[src/rtl/rx_acl_pkg.sv]
// Shared constants, FSM encoding and key layout for the RX ACL lookup arbiter.
package rx_acl_pkg;

  localparam int unsigned ACL_KEY_WIDTH  = 144;
  localparam int unsigned ACL_RSLT_WIDTH = 16;

  typedef enum logic [1:0] {
    StIdle  = 2'd0,
    StIssue = 2'd1,
    StWait  = 2'd2
  } acl_state_e;

  localparam int unsigned DMAC_MSB  = 143;
  localparam int unsigned DMAC_LSB  = 96;
  localparam int unsigned SMAC_MSB  = 95;
  localparam int unsigned SMAC_LSB  = 48;
  localparam int unsigned TAG_MSB   = 47;
  localparam int unsigned TAG_LSB   = 16;
  localparam int unsigned ETYPE_MSB = 15;
  localparam int unsigned ETYPE_LSB = 0;

  function automatic logic [ACL_KEY_WIDTH-1:0] acl_key_pack(input logic [47:0] dmac,
                                                            input logic [47:0] smac,
                                                            input logic [31:0] tag,
                                                            input logic [15:0] etype);
    return {dmac, smac, tag, etype};
  endfunction

endpackage

[src/rtl/rx_acl_rr_arbiter.sv]
// Round-robin pick among pending ports, searching upward from the rr pointer with wrap.
module rx_acl_rr_arbiter
  import rx_acl_pkg::*;
#(
  parameter int unsigned PORT_NUM = 4,
  parameter int unsigned IDX_W    = 2
) (
  input  logic [PORT_NUM-1:0] pending,
  input  logic [IDX_W-1:0]    rr,
  input  logic                grant_en,
  output logic [PORT_NUM-1:0] grant,
  output logic [IDX_W-1:0]    winner,
  output logic                grant_vld
);

  logic             found;
  logic [IDX_W-1:0] idx;

  always_comb begin
    grant  = '0;
    winner = '0;
    found  = 1'b0;
    idx    = '0;
    for (int i = 0; i < int'(PORT_NUM); i++) begin
      idx = IDX_W'((int'(rr) + i) % int'(PORT_NUM));
      if (!found && pending[idx]) begin
        found  = 1'b1;
        winner = idx;
      end
    end
    grant_vld = found && grant_en;
    if (grant_vld) grant[winner] = 1'b1;
  end

endmodule

[src/rtl/rx_acllookup_arbiter.sv]
// Shares one ACL lookup engine between RX ports: one-entry key slot per port, round-robin
// grant, single outstanding lookup with timeout, result routed back to the owning port.
module rx_acllookup_arbiter
  import rx_acl_pkg::*;
#(
  parameter int unsigned          PORT_NUM     = 4,
  parameter int unsigned          KEY_WIDTH    = ACL_KEY_WIDTH,
  parameter int unsigned          RSLT_WIDTH   = ACL_RSLT_WIDTH,
  parameter int unsigned          TIMEOUT_CYC  = 255,
  parameter logic [RSLT_WIDTH-1:0] DEFAULT_RSLT = '0
) (
  input  logic                          i_clk,
  input  logic                          i_rst_n,
  input  logic [PORT_NUM*KEY_WIDTH-1:0] i_port_key_data,
  input  logic [PORT_NUM-1:0]           i_port_key_vld,
  output logic [PORT_NUM-1:0]           o_port_key_ovf,
  output logic [KEY_WIDTH-1:0]          o_acl_key_data,
  output logic                          o_acl_key_vld,
  input  logic                          i_acl_key_rdy,
  input  logic [RSLT_WIDTH-1:0]         i_acl_rslt_data,
  input  logic                          i_acl_rslt_vld,
  output logic [RSLT_WIDTH-1:0]         o_port_rslt_data,
  output logic [PORT_NUM-1:0]           o_port_rslt_vld,
  output logic                          o_timeout,
  output logic                          o_busy
);

  localparam int unsigned IDX_W = (PORT_NUM > 1) ? $clog2(PORT_NUM) : 1;
  localparam int unsigned CNT_W = $clog2(TIMEOUT_CYC + 1);

  acl_state_e           state_q;
  logic [PORT_NUM-1:0]  pending_q;
  logic [KEY_WIDTH-1:0] key_q [PORT_NUM];
  logic [IDX_W-1:0]     rr_q;
  logic [IDX_W-1:0]     owner_q;
  logic [CNT_W-1:0]     cnt_q;

  logic [PORT_NUM-1:0]  grant;
  logic [IDX_W-1:0]     winner;
  logic                 grant_vld;

  rx_acl_rr_arbiter #(
    .PORT_NUM (PORT_NUM),
    .IDX_W    (IDX_W)
  ) u_rr_arbiter (
    .pending   (pending_q),
    .rr        (rr_q),
    .grant_en  (state_q == StIdle),
    .grant     (grant),
    .winner    (winner),
    .grant_vld (grant_vld)
  );

  assign o_busy = (state_q != StIdle);

  always_ff @(posedge i_clk or negedge i_rst_n) begin
    if (!i_rst_n) begin
      state_q          <= StIdle;
      pending_q        <= '0;
      rr_q             <= '0;
      owner_q          <= '0;
      cnt_q            <= '0;
      o_port_key_ovf   <= '0;
      o_acl_key_data   <= '0;
      o_acl_key_vld    <= 1'b0;
      o_port_rslt_data <= '0;
      o_port_rslt_vld  <= '0;
      o_timeout        <= 1'b0;
      for (int p = 0; p < int'(PORT_NUM); p++) key_q[p] <= '0;
    end else begin
      o_port_key_ovf  <= '0;
      o_port_rslt_vld <= '0;
      o_timeout       <= 1'b0;

      // A slot being granted this cycle frees up in time to take a new key.
      for (int p = 0; p < int'(PORT_NUM); p++) begin
        if (i_port_key_vld[p]) begin
          if (!pending_q[p] || grant[p]) begin
            key_q[p]     <= i_port_key_data[p*KEY_WIDTH +: KEY_WIDTH];
            pending_q[p] <= 1'b1;
          end else begin
            o_port_key_ovf[p] <= 1'b1;
          end
        end else if (grant[p]) begin
          pending_q[p] <= 1'b0;
        end
      end

      unique case (state_q)
        StIdle: begin
          if (grant_vld) begin
            o_acl_key_data <= key_q[winner];
            o_acl_key_vld  <= 1'b1;
            owner_q        <= winner;
            rr_q           <= (winner == IDX_W'(PORT_NUM - 1)) ? '0 : winner + 1'b1;
            state_q        <= StIssue;
          end
        end
        StIssue: begin
          if (i_acl_key_rdy) begin
            o_acl_key_vld <= 1'b0;
            cnt_q         <= '0;
            state_q       <= StWait;
          end
        end
        StWait: begin
          if (cnt_q != CNT_W'(TIMEOUT_CYC)) cnt_q <= cnt_q + 1'b1;
          if (i_acl_rslt_vld) begin
            o_port_rslt_vld[owner_q] <= 1'b1;
            o_port_rslt_data         <= i_acl_rslt_data;
            state_q                  <= StIdle;
          end else if (cnt_q == CNT_W'(TIMEOUT_CYC - 1)) begin
            o_port_rslt_vld[owner_q] <= 1'b1;
            o_port_rslt_data         <= DEFAULT_RSLT;
            o_timeout                <= 1'b1;
            state_q                  <= StIdle;
          end
        end
        default: state_q <= StIdle;
      endcase
    end
  end

endmodule
[config.mk]
export PLATFORM = sky130hd
export DESIGN_NAME = rx_acllookup_arbiter
export DESIGN_NICKNAME = d
export VERILOG_FILES = /design/src/rtl/rx_acl_pkg.sv /design/src/rtl/rx_acl_rr_arbiter.sv /design/src/rtl/rx_acllookup_arbiter.sv
export SDC_FILE = /design/constraint.sdc
export NUM_CORES = 1
export LEC_CHECK = 0
export CAP_MARGIN = 15
export CELL_PAD_IN_SITES_DETAIL_PLACEMENT = 1
export CELL_PAD_IN_SITES_GLOBAL_PLACEMENT = 2
export CORE_UTILIZATION = 29
export CTS_CLUSTER_DIAMETER = 60
export CTS_CLUSTER_SIZE = 28
export DETAILED_ROUTE_END_ITERATION = 16
export PLACE_DENSITY = 0.77
export SLEW_MARGIN = 20
export SYNTH_ARGS = -nofsm -noshare
export SYNTH_HDL_FRONTEND = slang
export SYNTH_SLANG_ARGS = --single-unit
[constraint.sdc]
create_clock -name i_clk -period 4.1 [get_ports i_clk]
set_clock_uncertainty 0.2 [all_clocks]
set_input_delay 0.82 -clock i_clk [delete_from_list [all_inputs] [get_ports i_clk]]
set_output_delay 0.82 -clock i_clk [all_outputs]
set_load 0.01 [all_outputs]
==> impl_metrics.json <==
{
  "die-area_um2": 111000,
  "cp-end-kind": "output port",
  "cts_root_buf": "clkbuf_16",
  "hold_path_class": "reg2reg",
  "layout-drive-gt1-share_pct": 26.0,
  "first_global_vias": 23900,
  "crit_path_start_kind": "flip-flop",
  "status": "finished, final reports clean",
  "grt_max_degree": 149,
  "clock_sinks": 764,
  "r2r_end": "key_q[78]",
  "tightest_slew_ns": 1.34,
  "synth-edff-count": 0,
  "dp_hpwl_um": 73100,
  "setup_viol": 0,
  "cp_cell_sequence": "buf_4, nor2_1, inv_1, clkdlybuf4s50_1",
  "via_count": 21600,
  "netlist-cell-type-count": 43,
  "cts_buffers": 87,
  "areaGrowthSynthToFinish_pct": 39.6,
  "vdd_drop_max_v": 0.000794,
  "cts_resized": 0,
  "rsz0062_at_grt": "false",
  "firstDrtPassIters": 4,
  "core-area_um2": 109000,
  "yosysTopAreaCellShare_pct": 60.1,
  "fillCellCount": 11200,
  "synth_commonest_cells": "764 x dfrtp_1, 557 x mux2_2, 290 x mux2i_1",
  "cts_max_path_buffers": 3,
  "syn-num-nets": 2787,
  "slew_headroom_pct": 10.7,
  "critPathMaxFanout": 6,
  "port_buffers": 770,
  "synth_flop_cell": "dfrtp_1",
  "required_ns": 3.08,
  "io_pins": 771,
  "synth_area_leaders": "dfrtp_1 60%, mux2_2 20%, mux2i_1 9.1%",
  "crit_family": "buffers and inverters",
  "yosys_warnings": 0,
  "crit_buf_inv": 3,
  "regToRegSetupSlack_ns": 0.95,
  "max-cap-violations": 0,
  "yosysMostFrequentCell": "dfrtp_1",
  "grt-ovfl-total": 0,
  "antenna_left": 0,
  "min_from": "o_acl_key_data[129]",
  "p_leak_nw": 19.2,
  "htree_levels": 3,
  "place_congestion": 0.803,
  "clk_pin_slew_ns": 0.06,
  "drc": 0,
  "die_height_um": 333,
  "synthArstFlopShare_pct": 100,
  "critPathKind": "reg2out",
  "grt_pass1_wl_um": 159000,
  "mappedNetlistArea_um2": 31800,
  "drv_slew": 0,
  "worstPathArrival_ns": 2.18,
  "setup_tns_ns": 0,
  "min_path_cells": 2,
  "yosys_register_bits": 764,
  "die_w_um": 333,
  "min_to": "o_acl_key_data[129]",
  "finalHoldViolations": 0,
  "reg2regPathDepth": 7,
  "crit_path_max_incr_delay_ns": 0.59,
  "vias_per_cell": 4.84,
  "cts_tree": "yes",
  "antenna_found_initial": 30,
  "initial_core_util_pct": 29.2,
  "crit_slowest_cell": "clkdlybuf4s50_1",
  "nets": 3560,
  "fin_crit_ns": 3.20,
  "wl_per_cell_um": 23.7,
  "rr_startpoint": "pending_q[3]",
  "drt_iter0_drc": 826,
  "min_period_over_period_pct": 78.1,
  "rows": 121,
  "grt_usage_pct": 19.0,
  "ys_seq_area_share_pct": 60.1,
  "powerDensity_nw_per_um2": 849,
  "synthCells": 2185,
  "postSynthAreaPerCell_um2": 14.6,
  "wl_um": 106000,
  "yosysTopAreaCell": "dfrtp_1",
  "fmax_mhz": 312,
  "clkLatencyLatePin_ns": 0.68,
  "total_power_w": 0.0377
}
[worst max path at each step]
| stage | from | to | slack, ns | depth (start not counted) |
|---|---|---|---|---|
| 6_report | state_q[1] | o_busy | 0.90 | 4 |
| 5_1_grt | state_q[1] | o_busy | 0.77 | 4 |
| 4_1_cts | state_q[1] | o_busy | 0.75 | 4 |
| 3_5_place_dp | pending_q[3] | key_q[76] | 0.90 | 7 |
| 3_3_place_gp | pending_q[3] | key_q[76] | 0.92 | 7 |
| 2_1_floorplan | pending_q[3] | key_q[103] | 1.54 | 7 |
[sequential cells by signal, summed over array words and instances, names as in the netlist]
name	count
o_acl_key_data	144
rr_q	2
o_acl_key_vld	1
o_port_rslt_vld	4
cnt_q	8
pending_q	4
owner_q	2
o_port_key_ovf	4
o_timeout	1
o_port_rslt_data	16
state_q	2
key_q	576
[metrics by stage]
step	std cells	utilization (%)	hold slack (ns)	area [µm²]	setup slack (ns)
final	4453	40.8	0.286	44400	0.897
after detailed placement	4282	38.0	0.272	41400	0.899
after floorplan	2185	-	0.233	31800	1.54
after global placement	4282	38.0	0.267	41400	0.921
after global routing	4450	40.8	0.309	44400	0.768
after CTS	4446	40.8	0.289	44400	0.751
[metal layers]
metal	GRT usage (%)	vias to the layer above	routed length, µm
li1	-	9560	-
met1	23.5	11200	43900
met2	31.7	599	51600
met3	6.11	153	7810
met4	5.11	40	2120
met5	0	-	243
[what timing repair did]
item                                   in CTS  in global routing
endpoints found under the hold margin      54                  0
buffers inserted                            0                  0
hold buffers                                1                  0
[tightest hold or removal path, stage by stage (launching register included)]
cell and delay [ns]:
dfrtp_1 0.34, nand2_1 0.05, o221ai_1 0.06
[kinds of logic (layout without fill, tap and decap cells)]
group           count (synthesis)  in the layout  synth area share [%]
xor+xnor                        3              3                0.0825
simple gates                  206            206                  2.71
mux                           866            866                  29.5
flops                         764            764                  60.1
other cells                     0              7                     0
compound gates                190            190                  5.14
fa+ha+maj                       2              2                0.0786
buf+inv                       154           1001                  2.44
[placed cells by master (no fill, tap or decap), types with 9 or more instances in the layout]
| cell | count |
|---|---|
| nor2_1 | 15 |
| clkdlybuf4s50_1 | 769 |
| mux2_1 | 19 |
| clkinvlp_4 | 11 |
| inv_8 | 11 |
| mux2i_1 | 290 |
| inv_1 | 9 |
| o21ai_0 | 9 |
| clkbuf_16 | 87 |
| nand2_1 | 156 |
| inv_6 | 14 |
| clkinv_8 | 9 |
| a22o_1 | 16 |
| mux2_2 | 557 |
| buf_12 | 26 |
| clkinv_2 | 9 |
| buf_4 | 32 |
| dfrtp_1 | 764 |
| o221ai_1 | 144 |
[power by group]
group,switching (W),internal [W]
logic,0.00771,0.00838
registers,0.00208,0.0114
clock network,0.00372,0.00447
total,0.0135,0.0242
[cell type report]
| cell class | count | area (µm²) | area share, % |
|---|---|---|---|
| flip-flops and latches | 764 | 19100 | 43.0 |
| multi-input cells | 1267 | 12000 | 27.0 |
| repair buffers | 829 | 8480 | 19.1 |
| clock buffers | 96 | 2270 | 5.11 |
| well taps | 1414 | 1770 | 3.98 |
| clock inverters | 67 | 761 | 1.71 |
| inverters | 9 | 33.8 | 0.0760 |
| diodes | 7 | 17.5 | 0.0394 |
(Power assumes the default switching activity.)
